===== src/rtl/chunk_row_burst.sv =====
// Splits each row descriptor into vector-aligned DRAM read bursts of up to MAX_BURST vectors.
// Optional macro ROW_PREFETCH_EN: accept the next row in the cycle the final burst is acked.
module chunk_row_burst #(
  parameter int unsigned GBW       = 32,
  parameter int unsigned VSIZE     = 32,
  parameter int unsigned MAX_BURST = 4
) (
  input  logic                                                   i_clk,
  input  logic                                                   i_rst,
  input  logic                                                   row_rdy,
  output logic                                                   row_ack,
  input  logic [GBW-1:0]                                         i_row_linear,
  input  logic                                                   i_row_islast,
  input  logic [$clog2(VSIZE)-1:0]                               i_row_pad,
  input  logic                                                   i_row_valid,
  input  logic [GBW-1:0]                                         i_row_len,
  output logic                                                   dramra_rdy,
  input  logic                                                   dramra_ack,
  output logic [GBW-$clog2(VSIZE)-1:0]                           o_dramra_addr,
  output logic [((MAX_BURST > 1) ? $clog2(MAX_BURST) : 1)-1:0]   o_dramra_len,
  output logic [$clog2(VSIZE)-1:0]                               o_dramra_ofs,
  output logic [$clog2(VSIZE)-1:0]                               o_dramra_pad,
  output logic                                                   o_dramra_fill,
  output logic                                                   o_dramra_islast
);

  localparam int unsigned V_BW  = $clog2(VSIZE);
  localparam int unsigned BL_BW = (MAX_BURST > 1) ? $clog2(MAX_BURST) : 1;
  localparam int unsigned AW    = GBW - V_BW;
  localparam int unsigned SW    = GBW + 1;
  localparam int unsigned RW    = GBW + 1 - V_BW;
  localparam int unsigned NBW   = BL_BW + 1;

  typedef enum logic {IDLE = 1'b0, ISSUE = 1'b1} state_t;

  state_t             state_q, state_n;
  logic [AW-1:0]      vaddr_q, vaddr_n;
  logic [RW-1:0]      remain_q, remain_n;
  logic [BL_BW-1:0]   len_q, len_n;
  logic [V_BW-1:0]    ofs_q, ofs_n;
  logic [V_BW-1:0]    pad_q, pad_n;
  logic               fill_q, fill_n;
  logic               row_last_q, row_last_n;
  logic               islast_q, islast_n;
  logic               rdy_q, rdy_n;

  logic [V_BW-1:0]    row_ofs;
  logic [GBW-1:0]     row_len_eff;
  logic [SW-1:0]      row_sum;
  logic [RW-1:0]      row_remain;
  logic [NBW-1:0]     row_nb;
  logic [NBW-1:0]     cur_nb;
  logic [RW-1:0]      left;
  logic [NBW-1:0]     nxt_nb;
  logic               final_burst;

  // Vectors in the next burst: min(remaining vectors, MAX_BURST)
  function automatic logic [NBW-1:0] burst_of(input logic [RW-1:0] r);
    if (r <= RW'(MAX_BURST)) burst_of = NBW'(r);
    else                     burst_of = NBW'(MAX_BURST);
  endfunction

  // Row geometry; a zero length still yields one burst so islast is delivered
  always_comb begin
    row_ofs     = i_row_linear[V_BW-1:0];
    row_len_eff = (i_row_len == '0) ? GBW'(1) : i_row_len;
    row_sum     = SW'(row_ofs) + SW'(row_len_eff) + SW'(VSIZE - 1);
    row_remain  = RW'(row_sum >> V_BW);
    row_nb      = burst_of(row_remain);
    cur_nb      = burst_of(remain_q);
    left        = remain_q - RW'(cur_nb);
    nxt_nb      = burst_of(left);
    final_burst = (remain_q <= RW'(MAX_BURST));
  end

`ifdef ROW_PREFETCH_EN
  assign row_ack = row_rdy && !i_rst &&
                   ((state_q == IDLE) || ((state_q == ISSUE) && dramra_ack && final_burst));
`else
  assign row_ack = row_rdy && !i_rst && (state_q == IDLE);
`endif

  // Next-state and next-output logic
  always_comb begin
    state_n    = state_q;
    vaddr_n    = vaddr_q;
    remain_n   = remain_q;
    len_n      = len_q;
    ofs_n      = ofs_q;
    pad_n      = pad_q;
    fill_n     = fill_q;
    row_last_n = row_last_q;
    islast_n   = islast_q;
    rdy_n      = rdy_q;

    case (state_q)
      IDLE: ;
      ISSUE: begin
        if (dramra_ack) begin
          vaddr_n  = vaddr_q + AW'(cur_nb);
          remain_n = left;
          if (final_burst) begin
            state_n = IDLE;
            rdy_n   = 1'b0;
          end else begin
            len_n    = BL_BW'(nxt_nb - NBW'(1));
            ofs_n    = '0;
            pad_n    = '0;
            islast_n = row_last_q && (left <= RW'(MAX_BURST));
          end
        end
      end
      default: state_n = IDLE;
    endcase

    // Row load overrides burst advance when a prefetched row arrives
    if (row_ack) begin
      state_n    = ISSUE;
      rdy_n      = 1'b1;
      vaddr_n    = i_row_linear[GBW-1:V_BW];
      remain_n   = row_remain;
      len_n      = BL_BW'(row_nb - NBW'(1));
      ofs_n      = row_ofs;
      pad_n      = i_row_pad;
      fill_n     = !i_row_valid;
      row_last_n = i_row_islast;
      islast_n   = i_row_islast && (row_remain <= RW'(MAX_BURST));
    end
  end

  always_ff @(posedge i_clk) begin
    if (i_rst) begin
      state_q    <= IDLE;
      vaddr_q    <= '0;
      remain_q   <= '0;
      len_q      <= '0;
      ofs_q      <= '0;
      pad_q      <= '0;
      fill_q     <= 1'b0;
      row_last_q <= 1'b0;
      islast_q   <= 1'b0;
      rdy_q      <= 1'b0;
    end else begin
      state_q    <= state_n;
      vaddr_q    <= vaddr_n;
      remain_q   <= remain_n;
      len_q      <= len_n;
      ofs_q      <= ofs_n;
      pad_q      <= pad_n;
      fill_q     <= fill_n;
      row_last_q <= row_last_n;
      islast_q   <= islast_n;
      rdy_q      <= rdy_n;
    end
  end

  assign dramra_rdy      = rdy_q;
  assign o_dramra_addr   = vaddr_q;
  assign o_dramra_len    = len_q;
  assign o_dramra_ofs    = ofs_q;
  assign o_dramra_pad    = pad_q;
  assign o_dramra_fill   = fill_q;
  assign o_dramra_islast = islast_q;

endmodule


===== config.mk =====
export PLATFORM = sky130hd
export DESIGN_NAME = chunk_row_burst
export DESIGN_NICKNAME = d
export VERILOG_FILES = /design/src/rtl/chunk_row_burst.sv
export SDC_FILE = /design/constraint.sdc
export NUM_CORES = 1
export LEC_CHECK = 0
export CAP_MARGIN = 20
export CORE_AREA = 2 2 106 108
export DETAILED_ROUTE_END_ITERATION = 6
export DIE_AREA = 0 0 108 110
export PLACE_DENSITY_LB_ADDON = 0.25
export SLEW_MARGIN = 20
export SYNTH_ARGS = -nofsm -noshare
export SYNTH_HDL_FRONTEND = slang
export SYNTH_SLANG_ARGS = --single-unit

===== constraint.sdc =====
create_clock -name i_clk -period 4.5 [get_ports i_clk]
set_input_delay 0.9 -clock i_clk [delete_from_list [all_inputs] [get_ports i_clk]]
set_output_delay 0.9 -clock i_clk [all_outputs]
set_load 0.05 [all_outputs]

* Word-level counts from Yosys, hierarchy flattened *
Index checks and enable logic that the tools add are counted.

word-level totals
  output and inout bits = 43
  register bits after elaboration = 72
  logic and storage cells = 65
  input bits = 75

operators by class
  equality and inequality tests = 1
  add/subtract/negate cells = 6
  bitwise logic cells = 1
  muxes and demuxes = 31
  order comparisons = 3
  reductions and logical operators = 13

operators by type and width
  kind                   count
  $le 28x3->1 const B    3
  $mux 28                3
  $mux 27                3
  $add 33x5->33 const B  1
  $add 5x32->33          1
  $logic_not 32->1       1
  $mux 32                1
  $sub 28x3->28          1
  $add 27x3->27          1
  $mux 5                 5
  $mux 1                 12
  $mux 2                 6
  $reduce_and 3->1       2
  $reduce_bool 2->1      3
  $logic_and 1x1->1      4
  $sub 2x1->2 const B    2
  $mux 3                 1
  $logic_not 1->1        2
  $ne 2x2->1 const B     1
  $reduce_and 2->1       1
  $not 1->1              1

* Longest topological paths before layout *
Gate-level depths: netlist of the first run.

  depth in word-level cells = 10
  depth in mapped cells = 17
  mapped depth without buffers = 15

* Worst setup path before layout of the first run *
No wires, ideal clock.

  kind = input-to-reg
  from = in i_row_linear[2]
  to = reg len_q[1], in the netlist o_dramra_len[1]
  slack = 0.677 ns
  cell stages on the path = 12
  arrival = 3.706 ns
  library setup time = 0.117 ns
  buffers on the path = 0
  data required time = 4.383 ns
  path through = inv_1 > ha_1 > inv_1 > ha_1 > or4_1 > o2111ai_2 > nand2_1 > a211o_1 > a221o_1 > nor4_1 > nand3_1 > a22o_1

between the ends
  cells in the longest elaborated chain, start to end = 6

RTL lines
  element                 line  source
  start: declaration      12    input logic [GBW-1:0] i_row_linear,
  $add 5x32->33 *         67    row_sum = SW'(row_ofs) + SW'(row_len_eff) + SW'(VSIZE - 1);
  $add 33x5->33 *         67
  $le 28x3->1             59    if (r <= RW'(MAX_BURST)) burst_of = NBW'(r);
  $mux 2 *                59
  $sub 2x1->2 *           122   len_n = BL_BW'(row_nb - NBW'(1));
  $mux 2 *                117   if (row_ack) begin
  end signal: assignment  147   len_q <= len_n;
  end: declaration        39    logic [BL_BW-1:0] len_q, len_n;

Every way passes the cells marked *; elsewhere a longest branch is shown, timed or not.
A chain may end at the register's enable or synchronous reset.

* Worst setup path in the final report of the first run *
  from = reg remain_q[16]
  to = reg vaddr_q[25], in the netlist o_dramra_addr[25]

between the ends
  cells in the longest elaborated chain, start to end = 6

RTL lines
  element                   line  source
  start: declaration        38    logic [RW-1:0] remain_q, remain_n;
  start signal: assignment  146   remain_q <= remain_n;
  $le 28x3->1               59
  $mux 3                    59
  $add 27x3->27             100   vaddr_n = vaddr_q + AW'(cur_nb);
  $mux 27                   99    if (dramra_ack) begin
  $mux 27                   96    case (state_q)
  $mux 27                   117
  end signal: assignment    145   vaddr_q <= vaddr_n;
  end: declaration          37    logic [AW-1:0] vaddr_q, vaddr_n;

No other way between the ends. The select of a mux whose other input is x is not followed.

==> Flow_metrics.wiki, run 1 <==
{| class="wikitable"
! Metric !! Value
|-
| Most Frequent Cell on Critical Path || sky130_fd_sc_hd__or4_1
|-
| Critical path endpoint category || flip-flop
|-
| Most common library cell in the layout ignoring fill and taps || sky130_fd_sc_hd__clkdlybuf4s50_1
|-
| Maximum clock frequency || 242 MHz
|-
| Detailed Route Iter0 Violations || 486
|-
| Static leakage || 2.52 nW
|-
| Dpl ws || 51.0 ps
|-
| Final layout net count || 922
|-
| Half-perimeter wire length of the detailed placement result || 12800 µm
|-
| Post-CTS setup buffer count || 0
|-
| Buffers and inverters on the worst path || 1
|-
| Count of buffers inserted at the top-level ports || 117
|-
| CTS HTree Levels || 3
|-
| Type of the worst setup path || reg2reg
|-
| Most area-hungry cell type in the Yosys netlist || sky130_fd_sc_hd__dfxtp_1
|-
| Initial core utilization || 51.1%
|-
| Number of placement rows || 38
|-
| Io pins || 118
|-
| Synthesized instance count || 736
|-
| Final total negative setup slack || 0 ps
|-
| Initial antenna violation count || 0
|-
| Sequential cell area fraction in the yosys report || 26.4%
|-
| Worst rel slew slack || 44.0%
|-
| Outcome || complete, no violations
|-
| Unrepaired setup endpoints after global routing || false
|-
| Class of the tightest hold or removal check || reg2reg
|-
| Area Growth Syn to Fin || 27.0%
|-
| Reported max-cap violation count || 0
|-
| Most frequent cells in the layout || sky130_fd_sc_hd__clkdlybuf4s50_1, sky130_fd_sc_hd__nor2_1, sky130_fd_sc_hd__dfxtp_1
|-
| Share of the synthesized area in the top cell type || 26.4%
|-
| Worst-Skew Late Latency || 360 ps
|-
| Core region area || 10700 µm²
|-
| Synth Cell Area || 5470 µm²
|-
| Min cycle time layout || 4130 ps
|-
| Root Driver || sky130_fd_sc_hd__clkbuf_8
|-
| Number of distinct standard cells referenced by the synthesized netlist || 68
|-
| Final weighted congestion in routability-driven placement || 0.983
|-
| Top cells by area in the synthesized netlist || sky130_fd_sc_hd__dfxtp_1, sky130_fd_sc_hd__nor2_1, sky130_fd_sc_hd__xnor2_1
|-
| Count of unresolved DRC violations after routing || 0
|-
| Total overflow reported by the global router || 0
|-
| Flops & latches, synth || 72
|-
| First-pass GRT wire length || 27600 µm
|-
| Total iterations of the first detailed-routing run || 5
|-
| Via density per instance || 6.20
|-
| Cell family with most CP delay || simple AND/OR/NAND/NOR gates
|-
| Final antenna-violating net count || 0
|-
| Total wire length || 17300 µm
|-
| CTS tree || done
|-
| Vias in the first global route || 5681
|-
| Overall die width || 108 µm
|-
| Async SR Flop Fraction || 0%
|-
| Maximum resistive drop on vdd || 0.000144 V
|-
| Fin worst setup slack || 368 ps
|-
| Routed length per placed instance || 17.6 µm
|-
| Max-slew violation total from the final report || 0
|-
| Critical path data required time || 4770 ps
|-
| Number of antenna cells inserted || 0
|-
| Number of warnings issued by yosys || 0
|-
| Startpoint kind of the worst setup timing path || flip-flop
|-
| Peak per-stage delay on the critical path || 720 ps
|-
| Final clock skew || 6.44 ps
|-
| Maximum number of pins on one net before global-route repair || 63
|-
| Post-synthesis net count || 824
|-
| Actual transition at the worst max-transition pin || 836 ps
|-
| Data arrival at the endpoint of the critical path || 4400 ps
|-
| Ordered cell list for the critical path || or4_1 -> or4_1 -> nor3_2 -> inv_1 -> ha_1 -> a21oi_1 -> or4_1 -> nor2_1 -> nand4_1 -> xor2_1 -> a211oi_1
|-
| Share of layout cells above drive strength 1 || 7.15%
|-
| Peak fanout along the critical path || 8
|-
| Chip height || 110 µm
|-
| Pwr dens || 275 nW/µm²
|-
| Clock transition at the registers of the reported paths || 80 ps
|-
| Count of flip-flops with a built-in enable after synthesis || 0
|-
| Clock net sink count || 72
|-
| Tot GR Track Use || 29.0%
|-
| Clk buf depth || 2
|-
| Crit path max-delay cell type || sky130_fd_sc_hd__or4_1
|-
| Routed via count || 6072
|-
| Syn avg cell area || 7.43 µm²
|-
| Most frequently used flop master after synthesis || sky130_fd_sc_hd__dfxtp_1
|-
| Share of the clock period used by the worst path after layout || 91.8%
|-
| Hold violation count in the final report || 0
|-
| Inserted Clock Buffers || 9
|-
| Die Outline Area || 11900 µm²
|-
| Count of endpoints failing setup in the final report || 0
|}
[routing by layer]
layer,part of all wire [%],GRT usage [%],vias up
met4,1.7,9.52,0
li1,-,-,2930
met5,0,0,-
met3,8.6,5.88,30
met1,42,36.7,2842
met2,48,49.8,270
[logic make-up (layout without fill, tap and decap cells)]
family / count (synthesis) / after routing / share of synthesized area, %
XOR/XNOR: 54 / 54 / 8.65
AND/OR/NAND/NOR: 320 / 320 / 30.5
buffers and inverters: 78 / 181 / 5.95
other: 1 / 1 / 0.0686
AO/OA/AOI/OAI: 193 / 193 / 24.4
adder cells (fa/ha/maj): 13 / 13 / 3.11
flip-flops: 72 / 72 / 26.4
multiplexers: 5 / 5 / 0.915
[cell type report]
class                           instances  area [µm²]
Tap cell                              140         175
Clock buffer                            9         124
Multi-Input combinational cell        586        3710
Clock inverter                          7        47.5
Timing Repair Buffer                  139        1340
Inverter                               26        97.6
Fill cell                             963        3760
Sequential cell                        72        1440
[stage by stage]
step,power [mW],area (µm²),cells,hold WS (ps),utilization (%)
CTS,1.90,6930,979,469,64.8
floorplan,1.21,5470,736,437,-
detailed placement,1.43,6760,963,446,63.2
finish,1.91,6940,979,464,64.9
global route,2.01,6940,979,494,64.9
global placement,1.42,6760,963,445,63.2
[power breakdown]
part | leakage, nW | internal [mW] | switching (mW)
clock network | 0.0907 | 0.201 | 0.271
registers | 0.593 | 0.685 | 0.0611
logic | 1.84 | 0.279 | 0.413
[synthesized netlist by cell type (5+ instances only)]
master	count
sky130_fd_sc_hd__xor2_1	24
sky130_fd_sc_hd__o21ai_0	39
sky130_fd_sc_hd__nand2_1	65
sky130_fd_sc_hd__or3_1	10
sky130_fd_sc_hd__a211oi_1	21
sky130_fd_sc_hd__ha_1	12
sky130_fd_sc_hd__nor4_1	17
sky130_fd_sc_hd__o211ai_1	8
sky130_fd_sc_hd__dfxtp_1	72
sky130_fd_sc_hd__nor3_1	26
sky130_fd_sc_hd__or4_1	11
sky130_fd_sc_hd__a31oi_1	11
sky130_fd_sc_hd__and2_1	6
sky130_fd_sc_hd__a21o_1	5
sky130_fd_sc_hd__a311oi_1	6
sky130_fd_sc_hd__nor2b_1	6
sky130_fd_sc_hd__xnor2_1	30
sky130_fd_sc_hd__and4_1	5
sky130_fd_sc_hd__nand4_1	22
sky130_fd_sc_hd__or2_2	7
sky130_fd_sc_hd__nor2_1	82
sky130_fd_sc_hd__a22o_1	8
sky130_fd_sc_hd__inv_1	26
sky130_fd_sc_hd__nand3_1	31
sky130_fd_sc_hd__and3_1	11
sky130_fd_sc_hd__mux2i_1	5
sky130_fd_sc_hd__clkbuf_1	39
sky130_fd_sc_hd__a221oi_1	11
sky130_fd_sc_hd__a21oi_1	41
sky130_fd_sc_hd__a22oi_1	7
sky130_fd_sc_hd__buf_2	8
sky130_fd_sc_hd__o21a_1	5
[path summary, 6_finish.rpt]
path | from | end | slack [ps] | cells after the start
worst max register to register | remain_q[16]$_SDFFE_PP0P_ | o_dramra_addr[25]$_SDFFE_PP0P_ | 370 | 11
worst min-delay path | o_dramra_islast$_SDFFE_PP0P_ | o_dramra_islast$_SDFFE_PP0P_ | 460 | 2
worst min register to register | o_dramra_islast$_SDFFE_PP0P_ | o_dramra_islast$_SDFFE_PP0P_ | 460 | 2
worst max-delay path | remain_q[16]$_SDFFE_PP0P_ | o_dramra_addr[25]$_SDFFE_PP0P_ | 370 | 11
[flip-flops by register name (all words and copies together), names as in the netlist]
name and count:
o_dramra_islast 1, o_dramra_len 2, remain_q 28, o_dramra_pad 5, state_q 1, row_last_q 1
dramra_rdy 1, o_dramra_fill 1, o_dramra_ofs 5, o_dramra_addr 27
[tightest hold or removal path, stage by stage, from the launching register on]
cell and delay [ps]:
sky130_fd_sc_hd__dfxtp_1 330, sky130_fd_sc_hd__nand2_1 50, sky130_fd_sc_hd__nand3_1 60
[repair_timing]
item / CTS / global route
hold buffers: 0 / 0
setup endpoints to repair: 0 / 2
endpoints found under the hold margin: 0 / 0
resized for setup: 0 / 1
No activity file was read; power rests on OpenSTA's default activity.
==> run 2: changes to the inputs <==
- CORE_AREA: 2 2 106 108 -> 2 2 95 97
- DIE_AREA: 0 0 108 110 -> 0 0 97 99
- DONT_BUFFER_PORTS: default -> 1
- TNS_END_PERCENT: default -> 20
==> Flow_metrics.wiki, run 2 (synthesized netlist as in run 1, its figures left out) <==
{| class="wikitable"
! Metric !! Value
|-
| Outcome || complete, no violations (unchanged)
|-
| Fin worst setup slack || 410 ps (was 368 ps)
|-
| Class of the tightest hold or removal check || reg2reg (unchanged)
|-
| Actual transition at the worst max-transition pin || 1020 ps (was 836 ps)
|-
| Reported max-cap violation count || 0 (unchanged)
|-
| Number of placement rows || 34 (was 38)
|-
| Worst-Skew Late Latency || 360 ps (about the same)
|-
| Number of antenna cells inserted || 0 (unchanged)
|-
| Area Growth Syn to Fin || 2.84% (was 27.0%)
|-
| Count of buffers inserted at the top-level ports || 0 (was 117)
|-
| Tot GR Track Use || 32.0% (was 29.0%)
|-
| Vias in the first global route || 5198 (was 5681)
|-
| Combinational cell fraction of total power || 25.1% (was 36.2%)
|-
| Root Driver || sky130_fd_sc_hd__clkbuf_8 (unchanged)
|-
| Cell family with most CP delay || simple AND/OR/NAND/NOR gates (unchanged)
|-
| Total wire length || 16000 µm (was 17300 µm)
|-
| Min-delay src || row_last_q$_SDFFE_PP0P_ (was o_dramra_islast$_SDFFE_PP0P_)
|-
| Hold violation count in the final report || 0 (unchanged)
|-
| Peak per-stage delay on the critical path || 630 ps (was 720 ps)
|-
| Internal cell power || 1.06 mW (was 1.17 mW)
|-
| Pwr dens || 312 nW/µm² (was 275 nW/µm²)
|-
| Max-slew violation total from the final report || 0 (unchanged)
|-
| Static leakage || 2.00 nW (was 2.52 nW)
|-
| Setup crit start || remain_q[11]$_SDFFE_PP0P_ (was remain_q[16]$_SDFFE_PP0P_)
|-
| Die Outline Area || 9600 µm² (was 11900 µm²)
|-
| Dpl ws || 323 ps (was 51.0 ps)
|-
| Routed via count || 5662 (was 6072)
|-
| Fill cell total of the finished layout || 757 (was 963)
|-
| Half-perimeter wire length of the detailed placement result || 11800 µm (was 12800 µm)
|-
| Final total negative setup slack || 0 ps (unchanged)
|-
| Total overflow reported by the global router || 0 (unchanged)
|-
| Post-CTS resize count || 0 (unchanged)
|-
| Inserted Clock Buffers || 9 (unchanged)
|-
| Io pins || 118 (unchanged)
|-
| Unrepaired setup endpoints after global routing || false (unchanged)
|-
| Worst rel slew slack || 31.9% (was 44.0%)
|-
| Share of layout cells above drive strength 1 || 6.35% (was 7.15%)
|-
| Chip height || 99 µm (was 110 µm)
|-
| Initial core utilization || 63.9% (was 51.1%)
|-
| Count of endpoints failing setup in the final report || 0 (unchanged)
|-
| Initial antenna violation count || 0 (unchanged)
|-
| Maximum clock frequency || 245 MHz (was 242 MHz)
|-
| Overall die width || 97 µm (was 108 µm)
|-
| First-pass GRT wire length || 25500 µm (was 27600 µm)
|-
| Final layout net count || 792 (was 922)
|-
| Peak fanout along the critical path || 10 (was 8)
|-
| Final weighted congestion in routability-driven placement || 0.990 (was 0.983)
|-
| Data arrival at the endpoint of the critical path || 4360 ps (was 4400 ps)
|-
| Final antenna-violating net count || 0 (unchanged)
|-
| Final clock skew || 18.4 ps (was 6.44 ps)
|-
| CTS HTree Levels || 3 (unchanged)
|-
| Clock net sink count || 72 (unchanged)
|-
| Detailed Route Iter0 Violations || 506 (was 486)
|-
| Critical path endpoint category || flip-flop (unchanged)
|-
| Share of the clock period used by the worst path after layout || 90.9% (was 91.8%)
|-
| Ordered cell list for the critical path || or4_4 -> or4_4 -> nor3_2 -> inv_1 -> ha_1 -> a21oi_1 -> or4_1 -> nor2_1 -> nand4_1 -> xor2_1 -> a211oi_1 (was or4_1 -> or4_1 -> nor3_2 -> inv_1 -> ha_1 -> a21oi_1 -> or4_1 -> nor2_1 -> nand4_1 -> xor2_1 -> a211oi_1)
|-
| Routed length per placed instance || 19.5 µm (was 17.6 µm)
|-
| Most Frequent Cell on Critical Path || sky130_fd_sc_hd__or4_4 (was sky130_fd_sc_hd__or4_1)
|-
| Maximum resistive drop on vdd || 0.000189 V (was 0.000144 V)
|-
| Min cycle time layout || 4090 ps (was 4130 ps)
|-
| Net switching power figure || 0.690 mW (was 0.744 mW)
|-
| Total iterations of the first detailed-routing run || 5 (unchanged)
|-
| Most frequent cells in the layout || sky130_fd_sc_hd__nor2_1, sky130_fd_sc_hd__dfxtp_1, sky130_fd_sc_hd__nand2_1 (was sky130_fd_sc_hd__clkdlybuf4s50_1, sky130_fd_sc_hd__nor2_1, sky130_fd_sc_hd__dfxtp_1)
|-
| Maximum number of pins on one net before global-route repair || 64 (was 63)
|-
| Startpoint of the most critical register-to-register path || remain_q[11]$_SDFFE_PP0P_ (was remain_q[16]$_SDFFE_PP0P_)
|-
| Crit path max-delay cell type || sky130_fd_sc_hd__or4_4 (was sky130_fd_sc_hd__or4_1)
|-
| Clock transition at the registers of the reported paths || 80 ps (about the same)
|-
| Core region area || 8550 µm² (was 10700 µm²)
|-
| Proportion of power drawn by the clock network || 26.9% (was 24.7%)
|-
| Startpoint kind of the worst setup timing path || flip-flop (unchanged)
|-
| Hold_buf cts || 0 (unchanged)
|-
| Buffers and inverters on the worst path || 1 (unchanged)
|-
| Number of flip-flops in the largest register || 28 (unchanged)
|-
| Clk buf depth || 2 (unchanged)
|-
| Most common library cell in the layout ignoring fill and taps || sky130_fd_sc_hd__nor2_1 (was sky130_fd_sc_hd__clkdlybuf4s50_1)
|-
| Via density per instance || 6.93 (was 6.20)
|-
| Top register by number of flip-flops || remain_q (unchanged)
|-
| Sw Share || 39.4% (was 39.0%)
|-
| Count of unresolved DRC violations after routing || 0 (unchanged)
|-
| Post-CTS setup buffer count || 0 (unchanged)
|-
| Seq pwr share || 48.0% (was 39.1%)
|-
| Critical path data required time || 4770 ps (about the same)
|-
| Type of the worst setup path || reg2reg (unchanged)
|-
| CTS tree || done (unchanged)
|}
==> run 2: cell types whose count changed in the layout (fill, tap and decap cells not counted), moves of 2 or more <==
| cell | before | now |
|---|---|---|
| sky130_fd_sc_hd__inv_6 | 0 | 2 |
| sky130_fd_sc_hd__buf_4 | 22 | 9 |
| sky130_fd_sc_hd__clkdlybuf4s50_1 | 115 | 0 |
| sky130_fd_sc_hd__clkinv_2 | 4 | 2 |
==> run 2: worst reg2reg max path: cells and delay by family (launching register included) <==
family                   cells  cell delay, ps
buffers and inverters        1              70
adder cells (fa/ha/maj)      1             310
flip-flops                   1             410
XOR/XNOR                     1             200
AND/OR/NAND/NOR              6            2640
AO/OA/AOI/OAI                2             390
==> run 2: metrics by stage <==
stage          cells  power (mW)  area (µm²)  hold slack [ps]  util, %
2_1_floorplan    736        1.21        5470              437        -
3_3_place_gp     801        1.27        5450              439     63.7
3_5_place_dp     801        1.28        5450              445     63.7
4_1_cts          817        1.74        5620              466     65.7
5_1_grt          817        1.83        5620              478     65.8
6_report         817        1.75        5620              465     65.8
==> run 2: worst paths after layout <==
kind                               endpoint  slack [ps]  depth (start not counted)
max          o_dramra_addr[25]$_SDFFE_PP0P_         410                         11
min                 row_last_q$_SDFFE_PP0P_         460                          2
max reg2reg  o_dramra_addr[25]$_SDFFE_PP0P_         410                         11
min reg2reg         row_last_q$_SDFFE_PP0P_         460                          2
==> run 2: power by group through the flow <==
stage          combinational (mW)  sequential, mW  clock [mW]
2_1_floorplan               0.375           0.831           0
3_3_place_gp                0.418           0.852           0
3_5_place_dp                0.427           0.854           0
4_1_cts                     0.430           0.839       0.474
5_1_grt                     0.482           0.849       0.501
6_report                    0.440           0.842       0.471
==> run 2: final cells by class <==
type	instances	area (µm²)	area share (%)
timing repair buffer	9	67.6	1.20
tap	108	135	2.40
clock buffer	10	128	2.27
multi-input combinational	586	3710	66.0
inverter	26	97.6	1.74
clock inverter	6	42.5	0.757
sequential	72	1440	25.6
==> run 2: per-layer routing <==
layer  routed length [µm]  vias to the layer above  global-route usage (%)  part of all wire (%)
met2                 7490                      274                    52.2                    47
met1                 6800                     2690                    43.5                    43
met3                 1360                       34                    7.02                   8.5
li1                     -                     2664                       -                     -
met4                  305                        0                    7.69                   1.9
met5                    0                        -                       0                     0
